### src/rtl/sb_timeout_arbiter.sv
// Round-robin owner of the single sideband time-out counter: arms/runs it for one
// requester at a time and returns that requester's expiry as a one-cycle pulse.
module sb_timeout_arbiter #(
   parameter int unsigned NUM_REQ   = 4,
   parameter int unsigned DRAIN_MAX = 15
) (
   input  logic               i_clk,
   input  logic               i_rst_n,
   input  logic [NUM_REQ-1:0] i_req,
   input  logic [NUM_REQ-1:0] i_done,
   input  logic               i_time_out,
   output logic               o_start_cnt,
   output logic               o_stop_cnt,
   output logic [NUM_REQ-1:0] o_gnt,
   output logic [NUM_REQ-1:0] o_req_time_out,
   output logic               o_busy,
   output logic               o_err
);

   localparam int unsigned PW = $clog2(NUM_REQ);
   localparam int unsigned DW = $clog2(DRAIN_MAX + 1);

   typedef enum logic [1:0] {
      ST_IDLE,
      ST_ARM,
      ST_RUN,
      ST_DRAIN
   } state_e;

   state_e             state_q, state_d;
   logic [PW-1:0]      ptr_q, ptr_d;
   logic [PW-1:0]      gidx_q, gidx_d;
   logic [DW-1:0]      drain_q, drain_d;
   logic               start_q, start_d;
   logic               stop_q, stop_d;
   logic [NUM_REQ-1:0] gnt_q, gnt_d;
   logic [NUM_REQ-1:0] rto_q, rto_d;
   logic               busy_q, busy_d;
   logic               err_q, err_d;

   logic               pick_vld;
   logic [PW-1:0]      pick_idx;
   logic [PW:0]        cand;
   logic [PW-1:0]      ptr_nxt;

   // Scan from the pointer upwards with wrap; first active request wins.
   always_comb begin
      pick_vld = 1'b0;
      pick_idx = '0;
      cand     = '0;
      for (int unsigned i = 0; i < NUM_REQ; i++) begin
         cand = {1'b0, ptr_q} + (PW+1)'(i);
         if (cand >= (PW+1)'(NUM_REQ)) begin
            cand = cand - (PW+1)'(NUM_REQ);
         end
         if (!pick_vld && i_req[cand[PW-1:0]]) begin
            pick_vld = 1'b1;
            pick_idx = cand[PW-1:0];
         end
      end
   end

   assign ptr_nxt = (gidx_q == PW'(NUM_REQ - 1)) ? '0 : gidx_q + 1'b1;

   always_comb begin
      state_d = state_q;
      ptr_d   = ptr_q;
      gidx_d  = gidx_q;
      drain_d = drain_q;
      start_d = start_q;
      stop_d  = 1'b0;
      gnt_d   = gnt_q;
      rto_d   = '0;
      err_d   = err_q;
      case (state_q)
         ST_IDLE: begin
            if (pick_vld) begin
               gidx_d  = pick_idx;
               gnt_d   = NUM_REQ'(1) << pick_idx;
               stop_d  = 1'b1;
               state_d = ST_ARM;
            end
         end
         ST_ARM: begin
            start_d = 1'b1;
            state_d = ST_RUN;
         end
         ST_RUN: begin
            // Completion outranks a coincident expiry.
            if (i_done[gidx_q] || !i_req[gidx_q]) begin
               start_d = 1'b0;
               stop_d  = 1'b1;
               gnt_d   = '0;
               ptr_d   = ptr_nxt;
               state_d = ST_IDLE;
            end else if (i_time_out) begin
               start_d = 1'b0;
               rto_d   = gnt_q;
               drain_d = '0;
               state_d = ST_DRAIN;
            end
         end
         ST_DRAIN: begin
            if (!i_time_out) begin
               gnt_d   = '0;
               ptr_d   = ptr_nxt;
               drain_d = '0;
               state_d = ST_IDLE;
            end else if (drain_q == DW'(DRAIN_MAX - 1)) begin
               err_d   = 1'b1;
               gnt_d   = '0;
               ptr_d   = ptr_nxt;
               drain_d = '0;
               state_d = ST_IDLE;
            end else begin
               drain_d = drain_q + 1'b1;
            end
         end
         default: begin
            state_d = ST_IDLE;
         end
      endcase
      busy_d = (state_d != ST_IDLE);
   end

   always_ff @(posedge i_clk or negedge i_rst_n) begin
      if (!i_rst_n) begin
         state_q <= ST_IDLE;
         ptr_q   <= '0;
         gidx_q  <= '0;
         drain_q <= '0;
         start_q <= 1'b0;
         stop_q  <= 1'b0;
         gnt_q   <= '0;
         rto_q   <= '0;
         busy_q  <= 1'b0;
         err_q   <= 1'b0;
      end else begin
         state_q <= state_d;
         ptr_q   <= ptr_d;
         gidx_q  <= gidx_d;
         drain_q <= drain_d;
         start_q <= start_d;
         stop_q  <= stop_d;
         gnt_q   <= gnt_d;
         rto_q   <= rto_d;
         busy_q  <= busy_d;
         err_q   <= err_d;
      end
   end

   assign o_start_cnt    = start_q;
   assign o_stop_cnt     = stop_q;
   assign o_gnt          = gnt_q;
   assign o_req_time_out = rto_q;
   assign o_busy         = busy_q;
   assign o_err          = err_q;

endmodule

### config.mk
export PLATFORM = sky130hd
export DESIGN_NAME = sb_timeout_arbiter
export DESIGN_NICKNAME = d
export VERILOG_FILES = /design/src/rtl/sb_timeout_arbiter.sv
export SDC_FILE = /design/constraint.sdc
export NUM_CORES = 1
export LEC_CHECK = 0
export CAP_MARGIN = 20
export CORE_MARGIN = 1.5
export CORE_UTILIZATION = 46
export CTS_CLUSTER_SIZE = 8
export DETAILED_ROUTE_END_ITERATION = 6
export PLACE_DENSITY = 0.8
export RECOVER_POWER = 25
export SLEW_MARGIN = 25
export SYNTH_ARGS = -nofsm -noshare
export SYNTH_HDL_FRONTEND = slang
export SYNTH_SLANG_ARGS = --single-unit
export TNS_END_PERCENT = 50
### constraint.sdc
create_clock -name i_clk -period 2 [get_ports i_clk]
set_clock_uncertainty 0.05 [all_clocks]
set_input_delay 0.2 -clock i_clk [delete_from_list [all_inputs] [get_ports i_clk]]
set_output_delay 0.2 -clock i_clk [all_outputs]
set_load 0.01 [all_outputs]
[Word level (Yosys, flattened, before mapping)]
Cells that the tools add are included.
Storage, ports and cells
  bits in registers: 22
  bits in latches: 0
  RAM bits: 0
  memory bits (read-only): 0
  bits of input ports: 11
  output and inout port bits: 12
  logic and storage cells: 113
  memories kept: 0
Cells by class
  add/sub/neg operators: 9
  multiply operators: 0
  div/mod/pow operators: 0
  magnitude comparators: 9
  equal/unequal tests: 11
  shifts and indexed selects: 1
  muxes and demuxes: 54
  bitwise gates (word level): 0
  reduce and logical (&&, ||, !) cells: 19
Operators with widths (count)
  two-way mux 4 bit: 11
  two-way mux 2 bit: 17
  less-than comparator 2 x 3 -> 1 bit (second input constant): 5
  two-way mux 1 bit: 14
  binary-select mux 1 bit (select 2 bit): 6
  one-hot mux 4 bit (3 select lines): 1
  >= comparator 3 bit (second input constant): 3
  AND reduction 3 bit: 3
  != test 2 bit (second input constant): 4
  one-hot mux 2 bit (4 select lines): 1
  one-hot mux 4 bit (2 select lines): 1
  subtractor 2 x 1 -> 2 bit (second input constant): 4
  adder 2 x 2 -> 3 bit (second input constant): 2
  equality test 2 bit (second input constant): 3
  != test 3 bit (second input constant): 2
  nonzero test 2 bit: 3
  adder 4 x 1 -> 4 bit (second input constant): 1
  equality test 4 bit (second input constant): 1
  logical NOT 1 bit: 4
  one-hot mux 1 bit (2 select lines): 2
  one-hot mux 2 bit (2 select lines): 1
  AND reduction 2 bit: 2
  AND reduction 4 bit: 1
  left shift 1 x 2 -> 4 bit (first input constant): 1
  8 further kinds: 10

[Longest topological paths before layout]
Gate-level depths: netlist of run 1.
  depth after elaboration: 17
  gate-level depth with buffers: 6
  mapped depth without buffers: 6

[Least setup slack after synthesis of run 1]
Ideal clock, no wire load.
  path type: register -> register
  from: reg gidx_q[0]
  to: reg drain_q[1]
  library setup time: 0.127 ns
  arrival time: 1.762 ns
  data required time: 1.823 ns
  setup slack: 0.061 ns
  stages on the path, launching flop included: 5
  buffers on the path: 0
  clock period less this slack: 1.939 ns
  cells stage by stage: dfrtp_1 or4b_4 a41oi_4 or2_4 mux2_1
On the way
  word-level cells in the longest chain between the ends: 6
  elaborated cells between the ends (all ways): 8
  those cells by class: eq/ne: 1; mux: 4; reduce/logical: 3
Ends and longest elaborated chain
  start, declared: RTL line 32  | logic [PW-1:0] gidx_q, gidx_d;
  start signal, assigned: RTL line 141  | gidx_q <= gidx_d;
  binary-select mux 1 bit (select 2 bit): RTL line 90  | if (i_done[gidx_q] || !i_req[gidx_q]) begin
  two-way mux 1 bit (implied by the code): RTL line 90
  logical NOT 1 bit: RTL line 90
  logical OR 1 bit (*): RTL line 90
  != test 2 bit (no line) (*)
  AND reduction 3 bit (no line) (*)
  end signal, assigned: RTL line 142  | drain_q <= drain_d;
  end, declared: RTL line 33  | logic [DW-1:0] drain_q, drain_d;
Every way passes the cells marked *; elsewhere a longest branch is shown, timed or not. The select of a mux whose other input is x is not followed.
A chain may end at the register's enable or synchronous reset.

[Worst setup path in the final report of run 1]
Ends and elaborated chain as after synthesis.

==> flow_summary.ini, run 1 <==
[status]
run_status = finished, final reports clean

[synth]
yosys_warnings = 0
yosys.cell_types.count = 41
ff_latch_count_synth = 22
proportion_of_register_bits_with_asynchronous_set_or_reset_after_synthesis_pct = 100
syn_nets = 129
postSynthAreaPerCell_um2 = 11.2
synth-seq-area-share_pct = 44.3
netlist_instances = 111
synth_area_um2 = 1240
most_common_flop_cell_mapped_by_yosys = sky130_fd_sc_hd__dfrtp_1
synth-edff-count = 0

[route]
postRouteAntennaNets = 0
detail_route.drc_violations = 0
dr.first_iter.drc_count = 12
detail_route.wl_per_cell_um = 15.2
drt_first_pass_iters = 4
num_vias = 1010
overall_routed_net_length_mm = 2.76
vias_per_cell = 5.58

[clock_network]
clk_pin_slew_worst_paths_ns = 0.13
clock-sinks = 22
clock_latency_ns = 0.32
root_buffer = sky130_fd_sc_hd__clkbuf_4
cts_max_path_buffers = 2
cts_hold_repair.buffers = 0
numCtsBuffers = 3
cts_setup_buffers = 0
ctsHtreeMaxLevel = 1
cts_tree = built

[floorplanning]
design.core.area_um2 = 2520
core.rowCount = 18
io_pins = 23
floorplan.initialDensity_pct = 49.3
width_of_the_chip_um = 55.0
die_area_um2 = 3020
dieHeight_um = 55.0

[worst_hold_path]
hold_start = o_err
min_delay_worst_endpoint = o_err
worstHoldPathCells = 1
holdCritPathClass = reg2reg

[sta]
timing.final.crit_share_pct = 96.6
maxSlewHeadroom_pct = 23.1
worst-slew-pin-transition_ns = 1.15
slew_viol_final = 0
final.hold.worst_slack_ns = 0.453
rsz0062_at_grt = false
finalSetupViolCount = 0
finalCriticalPeriod_ns = 1.93
highest_clock_rate_ghz = 0.518
report.final.hold_viol_count = 0

[placed_design]
port_buffers = 22
placedCellCount = 177
gp_congestion = 0.800
place_hpwl_mm = 2.18

[worst_setup_path]
slack_of_the_worst_reg_to_reg_path_ns = 0.07
crit_path_start_kind = register
crit_path_end_kind = register
worstRegToRegCells = 4
cell_breakdown_of_the_critical_path = or4b_4, a41oi_4, or2_4, mux2_1
r2r_start = gidx_q[0]
crit_arrival_ns = 2.10
worstPathRequired_ns = 2.16
worst_reg2reg_path_endpoint = drain_q[1]
cp_slowest_stage_delay_ns = 0.60
critical_path_class = reg2reg
peak_fanout_along_the_critical_path = 7
critical_path.slowest_cell = sky130_fd_sc_hd__or4b_4

[layout]
area_growth_pct = 35.3
layout.cells.non_filler = 181
fin_nets = 170
number_of_antenna_diodes = 0
final_cell_mix = sky130_fd_sc_hd__dfrtp_1, sky130_fd_sc_hd__clkdlybuf4s50_1, sky130_fd_sc_hd__buf_4, sky130_fd_sc_hd__inv_1, sky130_fd_sc_hd__and2_1
final_layout_size_suffix_gt1_share_pct = 22.5

[power_and_ir_drop]
leakagePower_nw = 0.745
ir_drop_uv = 945
power_per_cell_area_nw_per_um2 = 1260

[global_routing]
overflow = 0
number_of_global_route_vias_before_repair = 985
first_pass_grt_wire_length_mm = 4.59
groute.usage.overall_pct = 21.8
grt_max_degree = 23
antenna_found_initial = 0

[job]
timing.max_cap.violations = 0
[flip-flops by register name, indices dropped and copies added, names as in the netlist]
| register | count |
|---|---|
| drain_q | 4 |
| gidx_q | 2 |
| o_busy | 1 |
| o_err | 1 |
| o_gnt | 4 |
| o_req_time_out | 4 |
| o_start_cnt | 1 |
| o_stop_cnt | 1 |
| ptr_q | 2 |
| state_q | 2 |
[routing by layer]
metal	wire (µm)	track usage, %
met3	79	3.49
met2	1390	36.9
met4	68	9.76
met1	1220	27.2
met5	0	0
[final cells by class]
type	count	area (µm²)
clock buffer	3	22.5
tap	30	37.5
timing repair buffer	36	322
clock inverter	1	30.0
fill	208	841
sequential	22	552
multi-input combinational	82	692
inverter	7	26.3
[how the worst max path moves through the flow]
| stage | startpoint | endpoint |
|---|---|---|
| finish | gidx_q[0] | drain_q[1] |
| detailed placement | i_req[2] | o_gnt[0] |
| CTS | state_q[0] | o_gnt[1] |
| floorplan | gidx_q[0] | drain_q[1] |
| global placement | i_req[1] | ptr_q[0] |
| global route | state_q[0] | o_busy |
[critical path, delay by kind of cell, from the launching register on]
| kind | cells | cell delay (ns) |
|---|---|---|
| compound gates | 1 | 0.24 |
| mux | 1 | 0.32 |
| simple gates | 2 | 0.75 |
| flops | 1 | 0.47 |
[repair_timing]
action                                  4_1_cts  5_1_grt
endpoints found under the setup margin        1        6
pin swaps                                     1        0
resized for setup                             1        6
[cells in the mapped netlist (all sizes together) (3+ instances only)]
master	number	area (µm²)
nor2	4	15.0
nand2	6	22.5
o21ai	7	35.0
or2	3	21.3
mux2	5	63.8
and2	7	43.8
dfrtp	22	551
nand2b	4	25.0
ha	7	87.6
inv	7	26.3
a21oi	4	20.0
[per-stage QoR]
step           setup TNS [ns]  utilization (%)  setup slack [ns]  power, mW  instance area, µm²
6_report                    0             66.7            0.0677       2.11                1680
5_1_grt                     0             66.7           0.00395       2.27                1680
4_1_cts                     0             66.0           0.00363       2.09                1670
3_5_place_dp            -1.09             63.6            -0.197       1.72                1610
3_3_place_gp           -0.718             63.6            -0.104       1.67                1610
2_1_floorplan               0                -            0.0611       1.34                1240
[kinds of logic (layout without fill, tap and decap cells)]
group,after synthesis,count (layout),share of synthesized area (%)
compound gates,28,28,18.7
fa+ha+maj,7,7,7.05
buf+inv,7,47,2.12
flops,22,22,44.3
mux,6,6,5.94
simple gates,41,41,21.9
[report_power, final]
part / switching [mW] / internal, mW
clock: 0.143 / 0.203
sequential: 0.119 / 0.581
combinational: 0.499 / 0.568
total: 0.761 / 1.35
Note: power is estimated with default switching activity, not from simulation.
==> run 2, diff against run 1 <==
--- a/config.mk
+++ b/config.mk
@@ -10,8 +10,10 @@
 export CORE_UTILIZATION = 46
 export CTS_CLUSTER_SIZE = 8
 export DETAILED_ROUTE_END_ITERATION = 6
+export MAX_ROUTING_LAYER = met4
 export PLACE_DENSITY = 0.8
 export RECOVER_POWER = 25
+export SETUP_SLACK_MARGIN = 0.1
 export SLEW_MARGIN = 25
 export SYNTH_ARGS = -nofsm -noshare
 export SYNTH_HDL_FRONTEND = slang
==> run 2 against run 1 <==
Net effect:
- first-iteration DRC count stayed put
- fmax hardly changed
- critical path depth stayed put
- largest cell class unchanged
==> flow_summary.ini, run 2 (synthesis results as in run 1) <==
[clock_network]
ctsHtreeMaxLevel = 1
cts_hold_repair.buffers = 0
numCtsBuffers = 3
clk_pin_slew_worst_paths_ns = 0.12
cts_max_path_buffers = 2
root_buffer = sky130_fd_sc_hd__clkbuf_4
cts_tree = built
clock_latency_ns = 0.31
clock-sinks = 22

[sta]
finalCriticalPeriod_ns = 1.93
report.final.hold_viol_count = 0
finalSetupViolCount = 0
timing.final.crit_share_pct = 96.7
slew_viol_final = 0
timing.final.ws_setup_ns = 0.0658
highest_clock_rate_ghz = 0.517
final.hold.worst_slack_ns = 0.444
aggregate_negative_setup_slack_ns = 0
worst-slew-pin-transition_ns = 1.17
rsz0062_at_grt = true
maxSlewHeadroom_pct = 22.3

[floorplanning]
width_of_the_chip_um = 55.0
design.core.area_um2 = 2520
floorplan.initialDensity_pct = 49.3
dieHeight_um = 55.0
die_area_um2 = 3020
io_pins = 23
core.rowCount = 18

[route]
vias_per_cell = 5.54
overall_routed_net_length_mm = 3.09
drt_first_pass_iters = 4
met3_length_um = 132
postRouteAntennaNets = 0
topRoutingLayerUsed = met4
dr.first_iter.drc_count = 12
detail_route.drc_violations = 0
num_vias = 1070
routed-wl-met2_mm = 1.64
met1_length_mm = 1.29
detail_route.wl_per_cell_um = 16.0

[placed_design]
dp_slack_ns = -0.202
place_hpwl_mm = 2.19
gp_congestion = 0.840
port_buffers = 22

[layout]
multi_input_area_um2 = 741
fin_nets = 182
seqCellArea_um2 = 553
final_layout_size_suffix_gt1_share_pct = 30.7
final_common_cell = sky130_fd_sc_hd__buf_4
final_cell_mix = sky130_fd_sc_hd__buf_4, sky130_fd_sc_hd__clkdlybuf4s50_1, sky130_fd_sc_hd__dfrtp_1, sky130_fd_sc_hd__and2_1
area_growth_pct = 47.2
fill_cells = 165
number_of_antenna_diodes = 0

[global_routing]
groute.usage.overall_pct = 22.5
grt_max_degree = 23
overflow = 0
number_of_global_route_vias_before_repair = 1103
first_pass_grt_wire_length_mm = 4.65
antenna_found_initial = 0

[worst_setup_path]
crit_path_end_kind = register
critical_path_class = reg2reg
crit_arrival_ns = 2.09
peak_fanout_along_the_critical_path = 5
worstPathRequired_ns = 2.16
crit_path_start_kind = register

[power_and_ir_drop]
power_per_cell_area_nw_per_um2 = 1340
leakagePower_nw = 0.826
ir_drop_uv = 1240

[job]
timing.max_cap.violations = 0

[status]
run_status = finished, final reports clean

[worst_hold_path]
holdCritPathClass = reg2reg
-- run 2: worst max-delay path: stages (launching register included) --
cell,delay [ns]
sky130_fd_sc_hd__dfrtp_2,0.46
sky130_fd_sc_hd__or4bb_4,0.58
sky130_fd_sc_hd__a41oi_4,0.26
sky130_fd_sc_hd__nand3b_4,0.18
sky130_fd_sc_hd__mux2_4,0.30
-- run 2: final cells by class --
class	count	share of cell area, %
multi-input combinational	82	40.5
sequential	22	30.2
timing repair buffer	48	22.9
tap	30	2.05
clock inverter	1	1.64
inverter	7	1.44
clock buffer	3	1.23
-- run 2: worst paths after layout --
kind	startpoint	to	slack [ns]	depth (start not counted)
max reg2reg	gidx_q[1]	ptr_q[1]	0.07	4
max in group asynchronous	i_rst_n	gidx_q[0]	0.55	2
min	o_err	o_err	0.44	1
min reg2reg	o_err	o_err	0.44	1
max	gidx_q[1]	ptr_q[1]	0.07	4
min in group asynchronous	i_rst_n	o_req_time_out[0]	0.57	2
-- run 2: report_power, final --
group / switching (mW) / total [mW] / internal, mW
registers: 0.106 / 0.690 / 0.583
logic: 0.639 / 1.42 / 0.780
clock network: 0.132 / 0.335 / 0.203
total: 0.878 / 2.44 / 1.57
-- run 2: per-stage QoR --
stage                     utilization, %  area [µm²]  instances  total power, mW
after global placement              64.2        1620        179             1.68
after global routing                72.5        1830        193             2.59
after CTS                           68.9        1740        188             2.21
final                               72.5        1830        193             2.44
after floorplan                        -        1240        111             1.34
after detailed placement            64.2        1620        179             1.73
-- run 2: routing by layer --
metal / track usage (%) / vias to the layer above
li1: - / 519
met1: 24.5 / 520
met2: 41.1 / 27
met3: 5.38 / 4
met4: 5.28 / 0
met5: - / -
-- run 2: repair_timing --
action                                  in CTS  in global routing
gates resized for setup                      7                 13
endpoints found under the setup margin       9                  9
buffers inserted                             5                  5
pin swaps                                    2                  7
==> run 3, diff against run 2 <==
--- a/config.mk
+++ b/config.mk
@@ -10,8 +10,9 @@
 export CORE_UTILIZATION = 46
 export CTS_CLUSTER_SIZE = 8
 export DETAILED_ROUTE_END_ITERATION = 6
+export GPL_TIMING_DRIVEN = 0
 export MAX_ROUTING_LAYER = met4
-export PLACE_DENSITY = 0.8
+export PLACE_DENSITY = 0.84
 export RECOVER_POWER = 25
 export SETUP_SLACK_MARGIN = 0.1
 export SLEW_MARGIN = 25
==> run 3 against run 2 <==
Net effect:
- sequential power is essentially flat
- critical path depth rose by 1
- first-iteration DRC count is 42% lower
- routed wire length fell by 6.2%
- setup slack lost 0.016 ns
- combinational power is 17% lower
- register-to-register slack got worse by 0.02 ns
- fmax fell by 0.80%
- largest power group unchanged
==> flow_summary.ini, run 3 (synthesis results as in run 1) <==
[status]
run_status = finished, final reports clean

[clock_network]
root_buffer = sky130_fd_sc_hd__clkbuf_4
clock_latency_ns = 0.32
clk_pin_slew_worst_paths_ns = 0.12
cts_max_path_buffers = 2
clock-sinks = 22
numCtsBuffers = 3
cts_tree = built
ctsHtreeMaxLevel = 1

[power_and_ir_drop]
power.switching_fraction_pct = 37.4
ir_drop_uv = 1080
internal-power_mw = 1.33
sequentialPowerShare_pct = 32.5
leakagePower_nw = 0.729
power_mw = 2.13
p_clk_share_pct = 12.0
power.switching_mw = 0.797
power.combinational.fraction_pct = 55.5
power_per_cell_area_nw_per_um2 = 1270

[sta]
rsz0062_at_grt = true
finalCriticalPeriod_ns = 1.95
worst-slew-pin-transition_ns = 1.18
finalSetupViolCount = 0
report.final.hold_viol_count = 0
timing.final.crit_share_pct = 97.5
highest_clock_rate_ghz = 0.513
final.hold.worst_slack_ns = 0.443
maxSlewHeadroom_pct = 21.6
slew_viol_final = 0

[worst_setup_path]
crit_arrival_ns = 2.11
cell_breakdown_of_the_critical_path = clkdlybuf4s50_1, or4bb_4, a41oi_4, or2_4, mux2_1
peak_fanout_along_the_critical_path = 6
cp_slowest_stage_delay_ns = 0.61
critical_path.slowest_cell = sky130_fd_sc_hd__or4bb_4
crit_path_end_kind = register
crit_path_start_kind = primary input
worstPathRequired_ns = 2.16
critical_path_class = in2reg

[layout]
number_of_antenna_diodes = 0
multi_input_area_um2 = 721
fin_nets = 167
area_growth_pct = 35.2
final_layout_size_suffix_gt1_share_pct = 25.7
layout.cell_area.non_filler_um2 = 1680
seqCellArea_um2 = 553
fill_cells = 196
final_common_cell = sky130_fd_sc_hd__clkdlybuf4s50_1
layout.cells.non_filler = 178
final_cell_mix = sky130_fd_sc_hd__clkdlybuf4s50_1, sky130_fd_sc_hd__dfrtp_1, sky130_fd_sc_hd__buf_4, sky130_fd_sc_hd__and2_1

[route]
detail_route.wl_per_cell_um = 16.3
vias_per_cell = 5.80
drt_first_pass_iters = 4
dr.first_iter.drc_count = 7
detail_route.drc_violations = 0
num_vias = 1032
postRouteAntennaNets = 0
overall_routed_net_length_mm = 2.90

[placed_design]
placedCellCount = 163
placement.cell_area_um2 = 1500
place_hpwl_mm = 1.99
port_buffers = 22
gp_congestion = 0.892

[global_routing]
overflow = 0
grt_max_degree = 23
groute.usage.overall_pct = 22.1
antenna_found_initial = 0
number_of_global_route_vias_before_repair = 1018
first_pass_grt_wire_length_mm = 4.37

[floorplanning]
dieHeight_um = 55.0
core.rowCount = 18
width_of_the_chip_um = 55.0
floorplan.initialDensity_pct = 49.3
io_pins = 23
die_area_um2 = 3020
design.core.area_um2 = 2520

[worst_hold_path]
holdCritPathClass = reg2reg

[job]
timing.max_cap.violations = 0
[run 3: changes by cell type in the layout (fill, tap and decap cells not counted), sizes merged]
cell / previous run / this run
buf: 25 / 10
bufinv: 1 / 0
clkbuf: 4 / 5
[run 3: per-stage QoR]
step | setup WS, ns | utilization, % | setup TNS [ns]
global route | 0.0308 | 66.6 | 0
detailed placement | -0.447 | 59.5 | -3.23
global placement | -0.408 | 59.5 | -2.75
floorplan | 0.0887 | - | 0
CTS | 0.0739 | 64.2 | 0
finish | 0.0503 | 66.6 | 0
[run 3: critical path: cells and delay by family]
family          cells  cell delay [ns]
buf+inv             1             0.58
compound gates      1             0.23
mux                 1             0.32
simple gates        2             0.78
[run 3: routing by layer]
layer	part of all wire (%)	global-route usage (%)	up-vias
li1	-	-	486
met1	39	22.7	506
met2	54	37.9	31
met3	4.1	6.18	9
met4	2.8	12.2	0
met5	0	-	-
[run 3: final timing paths]
path | from | endpoint | slack, ns | cells after the start
setup reg to reg | gidx_q[0] | drain_q[1] | 0.05 | 4
max in group asynchronous | i_rst_n | gidx_q[1] | 0.56 | 2
hold / removal | o_err | o_err | 0.44 | 1
setup / recovery | i_req[1] | drain_q[1] | 0.05 | 5
min in group asynchronous | i_rst_n | o_req_time_out[3] | 0.56 | 2
hold reg to reg | o_err | o_err | 0.44 | 1
[run 3: what timing repair did]
action                                  in CTS  in global routing
hold endpoints to repair                     0                 22
resized for setup                            7                 10
hold buffers                                 0                  1
setup buffers                                7                  3
endpoints found under the setup margin       8                 12
pin swaps                                    4                  5
[run 3: final cells by class]
cell class	instances	share of cell area, %
multi-input cells	82	42.9
flip-flops and latches	22	32.9
repair buffers	33	18.2
well taps	30	2.23
clock buffers	4	2.16
inverters	7	1.56
[run 3: power groups by stage]
stage	combinational [mW]	sequential (mW)	clock, mW
3_3_place_gp	0.897	0.693	0
2_1_floorplan	0.634	0.703	0
3_5_place_dp	0.932	0.705	0
5_1_grt	1.29	0.710	0.281
4_1_cts	1.09	0.687	0.268
6_report	1.18	0.692	0.256
